[config.mk]
export PLATFORM = sky130hd
export DESIGN_NAME = alu_op_sequencer
export DESIGN_NICKNAME = d
export VERILOG_FILES = /design/src/rtl/alu_op_sequencer.sv
export SDC_FILE = /design/constraint.sdc
export NUM_CORES = 1
export LEC_CHECK = 0
export CAP_MARGIN = 20
export CELL_PAD_IN_SITES_DETAIL_PLACEMENT = 1
export CELL_PAD_IN_SITES_GLOBAL_PLACEMENT = 2
export CORE_UTILIZATION = 31
export DETAILED_ROUTE_END_ITERATION = 7
export PLACE_DENSITY_LB_ADDON = 0.1
export SLEW_MARGIN = 20
export SYNTH_ARGS = -nofsm -noshare
export SYNTH_HDL_FRONTEND = slang
export SYNTH_SLANG_ARGS = --single-unit
[constraint.sdc]
create_clock -name CLK -period 2.2 [get_ports CLK]
set_input_delay 0.66 -clock CLK [delete_from_list [all_inputs] [get_ports CLK]]
set_output_delay 0.66 -clock CLK [all_outputs]
set_load 0.02 [all_outputs]
[src/rtl/alu_op_sequencer.sv]
// Pulls operand A, operand B and an opcode from a FWFT receive FIFO, latches the ALU result
// and hands it to the transmit side. Define ALU_SEQ_ASCII_IN_EN to take ASCII-digit operands.
module alu_op_sequencer #(
    parameter int unsigned NBIT = 8,
    parameter int unsigned NOP  = 6
) (
    input  logic            CLK,
    input  logic            RESET,
    input  logic            rx_empty,
    input  logic [NBIT-1:0] rx_data,
    output logic            RD_FIFO,
    input  logic [NBIT-1:0] alu_result,
    output logic [NBIT-1:0] A_OUT,
    output logic [NBIT-1:0] B_OUT,
    output logic [NOP-1:0]  OP_OUT,
    output logic [NBIT-1:0] RES_OUT,
    input  logic            tx_idle,
    output logic            ENVIAR,
    output logic [7:0]      OP_COUNT,
    output logic [2:0]      STATE
);

    typedef enum logic [2:0] {
        StA    = 3'd0,
        StB    = 3'd1,
        StOp   = 3'd2,
        StExec = 3'd3,
        StSend = 3'd4
    } state_e;

    state_e          state_q;
    logic [NBIT-1:0] operand;

    always_comb begin
`ifdef ALU_SEQ_ASCII_IN_EN
        operand = rx_data - NBIT'(48);
`else
        operand = rx_data;
`endif
    end

    // Strobes are gated by RESET so they read 0 while reset is held, not just after it.
    always_comb begin
        RD_FIFO = 1'b0;
        ENVIAR  = 1'b0;
        if (!RESET) begin
            case (state_q)
                StA, StB, StOp: RD_FIFO = !rx_empty;
                StSend:         ENVIAR  = tx_idle;
                default:        ;
            endcase
        end
    end

    always_ff @(posedge CLK or posedge RESET) begin
        if (RESET) begin
            state_q  <= StA;
            A_OUT    <= '0;
            B_OUT    <= '0;
            OP_OUT   <= '0;
            RES_OUT  <= '0;
            OP_COUNT <= 8'd0;
        end else begin
            case (state_q)
                StA: begin
                    if (!rx_empty) begin
                        A_OUT   <= operand;
                        state_q <= StB;
                    end
                end
                StB: begin
                    if (!rx_empty) begin
                        B_OUT   <= operand;
                        state_q <= StOp;
                    end
                end
                StOp: begin
                    if (!rx_empty) begin
                        OP_OUT  <= rx_data[NOP-1:0];
                        state_q <= StExec;
                    end
                end
                StExec: begin
                    RES_OUT <= alu_result;
                    state_q <= StSend;
                end
                StSend: begin
                    if (tx_idle) begin
                        OP_COUNT <= OP_COUNT + 8'd1;
                        state_q  <= StA;
                    end
                end
                default: state_q <= StA;
            endcase
        end
    end

    assign STATE = state_q;

endmodule

## Word level (Yosys, flattened, before mapping)

Cells that the tools add are included.

- Bits in registers: 41
- Input port bits: 20

- $add $sub $neg: 1
- Eq/ne operators: 8
- Mux-type cells: 9
- Bitwise gates (word level): 1
- Reductions and logical operators: 8

Operators with widths:

| cell | count |
|---|---|
| $pmux 3 s5 | 1 |
| $mux 3 | 4 |
| $add 8x1->8 const B | 1 |
| $ne 2x2->1 const B | 4 |
| $reduce_and 2->1 | 4 |
| $eq 3x2->1 const B | 2 |
| $mux 1 | 4 |
| $reduce_and 4->1 | 1 |
| $eq 3x1->1 const B | 1 |
| $eq 3x3->1 const B | 1 |
| $logic_not 3->1 | 1 |
| $reduce_or 3->1 | 1 |
| $logic_not 1->1 | 1 |
| $not 1->1 | 1 |

## Logic depth before layout (Yosys ltp)

Gate-level depths: netlist of the first run.

- Depth after elaboration: 4
- Mapped depth: 5
- Depth with buffers taken out: 4

## Least setup slack after synthesis of the first run

Ideal clock, no wire load.

- Path type: in2out
- From: in rx_empty
- To: out RD_FIFO
- Arrival time: 2,037 ps
- Required time: 1,540 ps
- Slack: -497 ps
- Cell stages on the path: 2
- Buffers on the path: 1
- Path through: clkbuf_1 -> a2111oi_0

- Longest elaborated chain between the ends: 3

Ends and longest elaborated chain:

| element | RTL line | text |
|---|---|---|
| start: declaration | 9 | `input logic rx_empty,` |
| $logic_not 1->1 | -- |  |
| $mux 1 | 47 | `case (state_q)` |
| $mux 1 | 46 | `if (!RESET) begin` |
| end: declaration | 11 | `output logic RD_FIFO,` |

No other way between the ends.

## Final worst setup path of the first run

- From: in RESET
- To: out RD_FIFO

- Longest elaborated chain between the ends: 1

Ends and longest elaborated chain:

| element | RTL line | text |
|---|---|---|
| start: declaration | 8 | `input logic RESET,` |
| $mux 1 | 46 |  |

No other way between the ends.

==> results of run 1 <==
synthesized netlist by cell type, types with 2 or more instances:
cell / count / area share
nand3_1: 3 / 0.0088
dfrtp_1: 41 / 0.60
xor2_1: 6 / 0.031
nand2_1: 3 / 0.0066
buf_2: 2 / 0.0058
nor4_4: 2 / 0.025
a21oi_1: 2 / 0.0058
nor3_1: 2 / 0.0058
mux2_2: 31 / 0.20
nor2_1: 7 / 0.015
buf_6: 2 / 0.013
inv_1: 3 / 0.0066
worst reg2reg max path, cell delays in order (launching register included):
cell and delay (ns):
dfrtp_1 0.40, buf_4 0.19, nor2b_4 0.18, nor3b_4 0.21, buf_4 0.17, mux2_2 0.33
layout by cell type (no fill, tap or decap), types with 2 or more instances in the layout:
cell type,count
dfrtp_1,41
inv_1,3
nor2_1,7
bufinv_16,2
clkbuf_8,5
xor2_1,6
dlygate4sd2_1,2
nand3_1,3
clkdlybuf4s50_1,56
mux2_2,31
nand2_1,3
buf_4,14
nor4_4,2
nor3_1,2
dlymetal6s2s_1,2
a21oi_1,2
what timing repair did:
action | 4_1_cts | 5_1_grt
setup endpoints to repair | 2 | 2
pin swaps | 1 | 1
gates resized for setup | 13 | 2
setup buffers | 0 | 1
hold buffers | 0 | 0
final timing paths:
kind                                  start          end  slack (ns)  depth (start not counted)
worst min register to register  OP_COUNT[7]  OP_COUNT[7]        0.48                          1
worst min-delay path            OP_COUNT[7]  OP_COUNT[7]        0.48                          1
worst max-delay path                  RESET      RD_FIFO        0.13                          3
worst max register to register     STATE[0]     B_OUT[0]        0.60                          5
min in group asynchronous             RESET  OP_COUNT[4]        0.71                          4
max in group asynchronous             RESET    OP_OUT[3]        1.28                          4
cell type report:
cell class	instances	area (sq um)	area share
Clock buffer	5	68.8	0.0262
Clock inverter	3	65.1	0.0247
Inverter	3	11.3	0.00428
Multi-Input combinational cell	66	644	0.245
Sequential cell	41	1030	0.390
Tap cell	70	87.6	0.0333
Timing Repair Buffer	75	728	0.277
through the flow:
step                setup TNS, ns  total power, mW  hold slack [ns]  instances  worst slack (ns)
floorplan                       0             2.31            0.578        115            0.0134
global placement           -0.956             3.18            0.456        254            -0.538
detailed placement          -1.06             3.24            0.475        254            -0.610
CTS                             0             3.98            0.490        262           0.00133
global route                    0             4.13            0.494        263            0.0837
finish                          0             3.91            0.475        263             0.127
power by group:
| group | switching (mW) | internal [mW] |
|---|---|---|
| Combinational | 0.877 | 1.03 |
| Clock | 0.262 | 0.451 |
| Sequential | 0.207 | 1.09 |
| Total | 1.35 | 2.57 |
layer usage:
metal  up-vias  share of wire
li1        548              -
met5         -              0
met1       617           0.41
met4         0          0.015
met3         6          0.069
met2        37           0.51
state kept, by name, summed over array words and instances, names as in the netlist:
signal / cells
RES_OUT: 8
OP_COUNT: 8
B_OUT: 8
A_OUT: 8
OP_OUT: 6
STATE: 3
logic make-up (layout without fill, tap and decap cells):
| group | after synthesis | count (layout) | share of synthesized area |
|---|---|---|---|
| compound gates | 3 | 3 | 0.0110 |
| xor+xnor | 7 | 7 | 0.0358 |
| fa+ha+maj | 1 | 1 | 0.00731 |
| buf+inv | 8 | 86 | 0.0278 |
| flops | 41 | 41 | 0.599 |
| mux | 31 | 31 | 0.204 |
| simple gates | 24 | 24 | 0.115 |
==> run metrics, run 1 <==
TritonRoute pass-1 iters 4; initial antenna violation count 0; die span in x 76.3 um; Mapped Avg Cell Area 14.9 sq um; antenna cells 0; io pins 63; Async S/R FF share, synth 1.00; crit-path max cell delay 0.29 ns; gp weighted congestion just under 0.7; first-pass GRT wire length approximately 6500 um; Slew Limit Fails 0; leakage 1.17 nW; Mapped Cells roughly 120; RSZ-0062 raised after global routing false; part of the Yosys area used for sequential elements 0.599; grt total ovfl 0; CTS tree done; design area 0.00263 sq mm; Final Util 0.506; GRT Util Overall 0.145; met1 Usage GRT 0.166; Max-Cap Viols 0; layout cells sized above 1 0.316; Synth cell types 23; FF+latch count, synth 41; Main synth FF type dfrtp_1; Final #Nets 213; GR Util met2 0.242; CP bufs+invs 2; Final Setup Violations 0; Mapped Area 0.00171 sq mm; top cell family by delay on the critical path buffers and inverters; root buffer cell clkbuf_8; critical path type in2out; row count 26; Remaining DRCs 0; Cell Pwr Density 1490 mW/mm^2; final period utilization 0.942; routed vias/inst 4.59; worst path required time 1.54 ns; worst-skew pair later-pin latency 0.29 ns; met3 Use GR 0.0563; Slew @ Worst Pin around 0.44 ns; GRT busiest layer met2; Starting Density 0.329; H-tree levels 2; TritonCTS Sinks ~40; Post-Place Cell Area 0.00249 sq mm; Synthesis Warnings 0; CP cell instances dlygate4sd2_1 -> a2111oi_2 -> buf_4; Die ar. 0.00582 sq mm; drt first-iter violations 31; # fillers approximately 540; Reg clk slew, reported paths ~0.080 ns; DP HPWL approximately 3000 um; crit path max fanout 2; Mapped Nets 136; vias in the first global route 1296; CP max-delay cell a2111oi_2; VDD IR max ~0.72 mV; crit path time final 2.07 ns; CTS buffer count 5; IO buf count between 60 and 70; clk_skew 0.00367 ns; drt total wl 4000 um; final hold violations 0; Max clock buf depth 2; Area Growth Syn to Fin 53.7%; number of enable flip-flop cells after synthesis 0; core area 0.00520 sq mm; outcome completed; Vias approximately 1200; critical path data arrival time 1.41 ns; worst rel slew slack 0.704; CP Launch Type input port; final antenna-violating net count 0; Crit. End Element output pin; Vert. Die Dim 76.3 um; HP Class reg2reg; Fmax achieved 482 MHz; DR WL/cell 15.2 um; largest net degree at the start of global routing 42
(Power assumes the default switching activity.)
==> run 2, diff against run 1 <==
--- a/config.mk
+++ b/config.mk
@@ -11,7 +11,7 @@
 export CORE_UTILIZATION = 31
 export DETAILED_ROUTE_END_ITERATION = 7
 export PLACE_DENSITY_LB_ADDON = 0.1
-export SLEW_MARGIN = 20
+export SLEW_MARGIN = 40
 export SYNTH_ARGS = -nofsm -noshare
 export SYNTH_HDL_FRONTEND = slang
 export SYNTH_SLANG_ARGS = --single-unit
==> results of run 2 <==
Same layout as run 1: the final DEF is identical, and so are final timing and power.
==> run 3, diff against run 2 <==
--- a/config.mk
+++ b/config.mk
@@ -9,6 +9,7 @@
 export CELL_PAD_IN_SITES_DETAIL_PLACEMENT = 1
 export CELL_PAD_IN_SITES_GLOBAL_PLACEMENT = 2
 export CORE_UTILIZATION = 31
+export CTS_CLUSTER_DIAMETER = 50
 export DETAILED_ROUTE_END_ITERATION = 7
 export PLACE_DENSITY_LB_ADDON = 0.1
 export SLEW_MARGIN = 40
==> results of run 3 <==
Same layout as run 1: the final DEF is identical, and so are final timing and power.
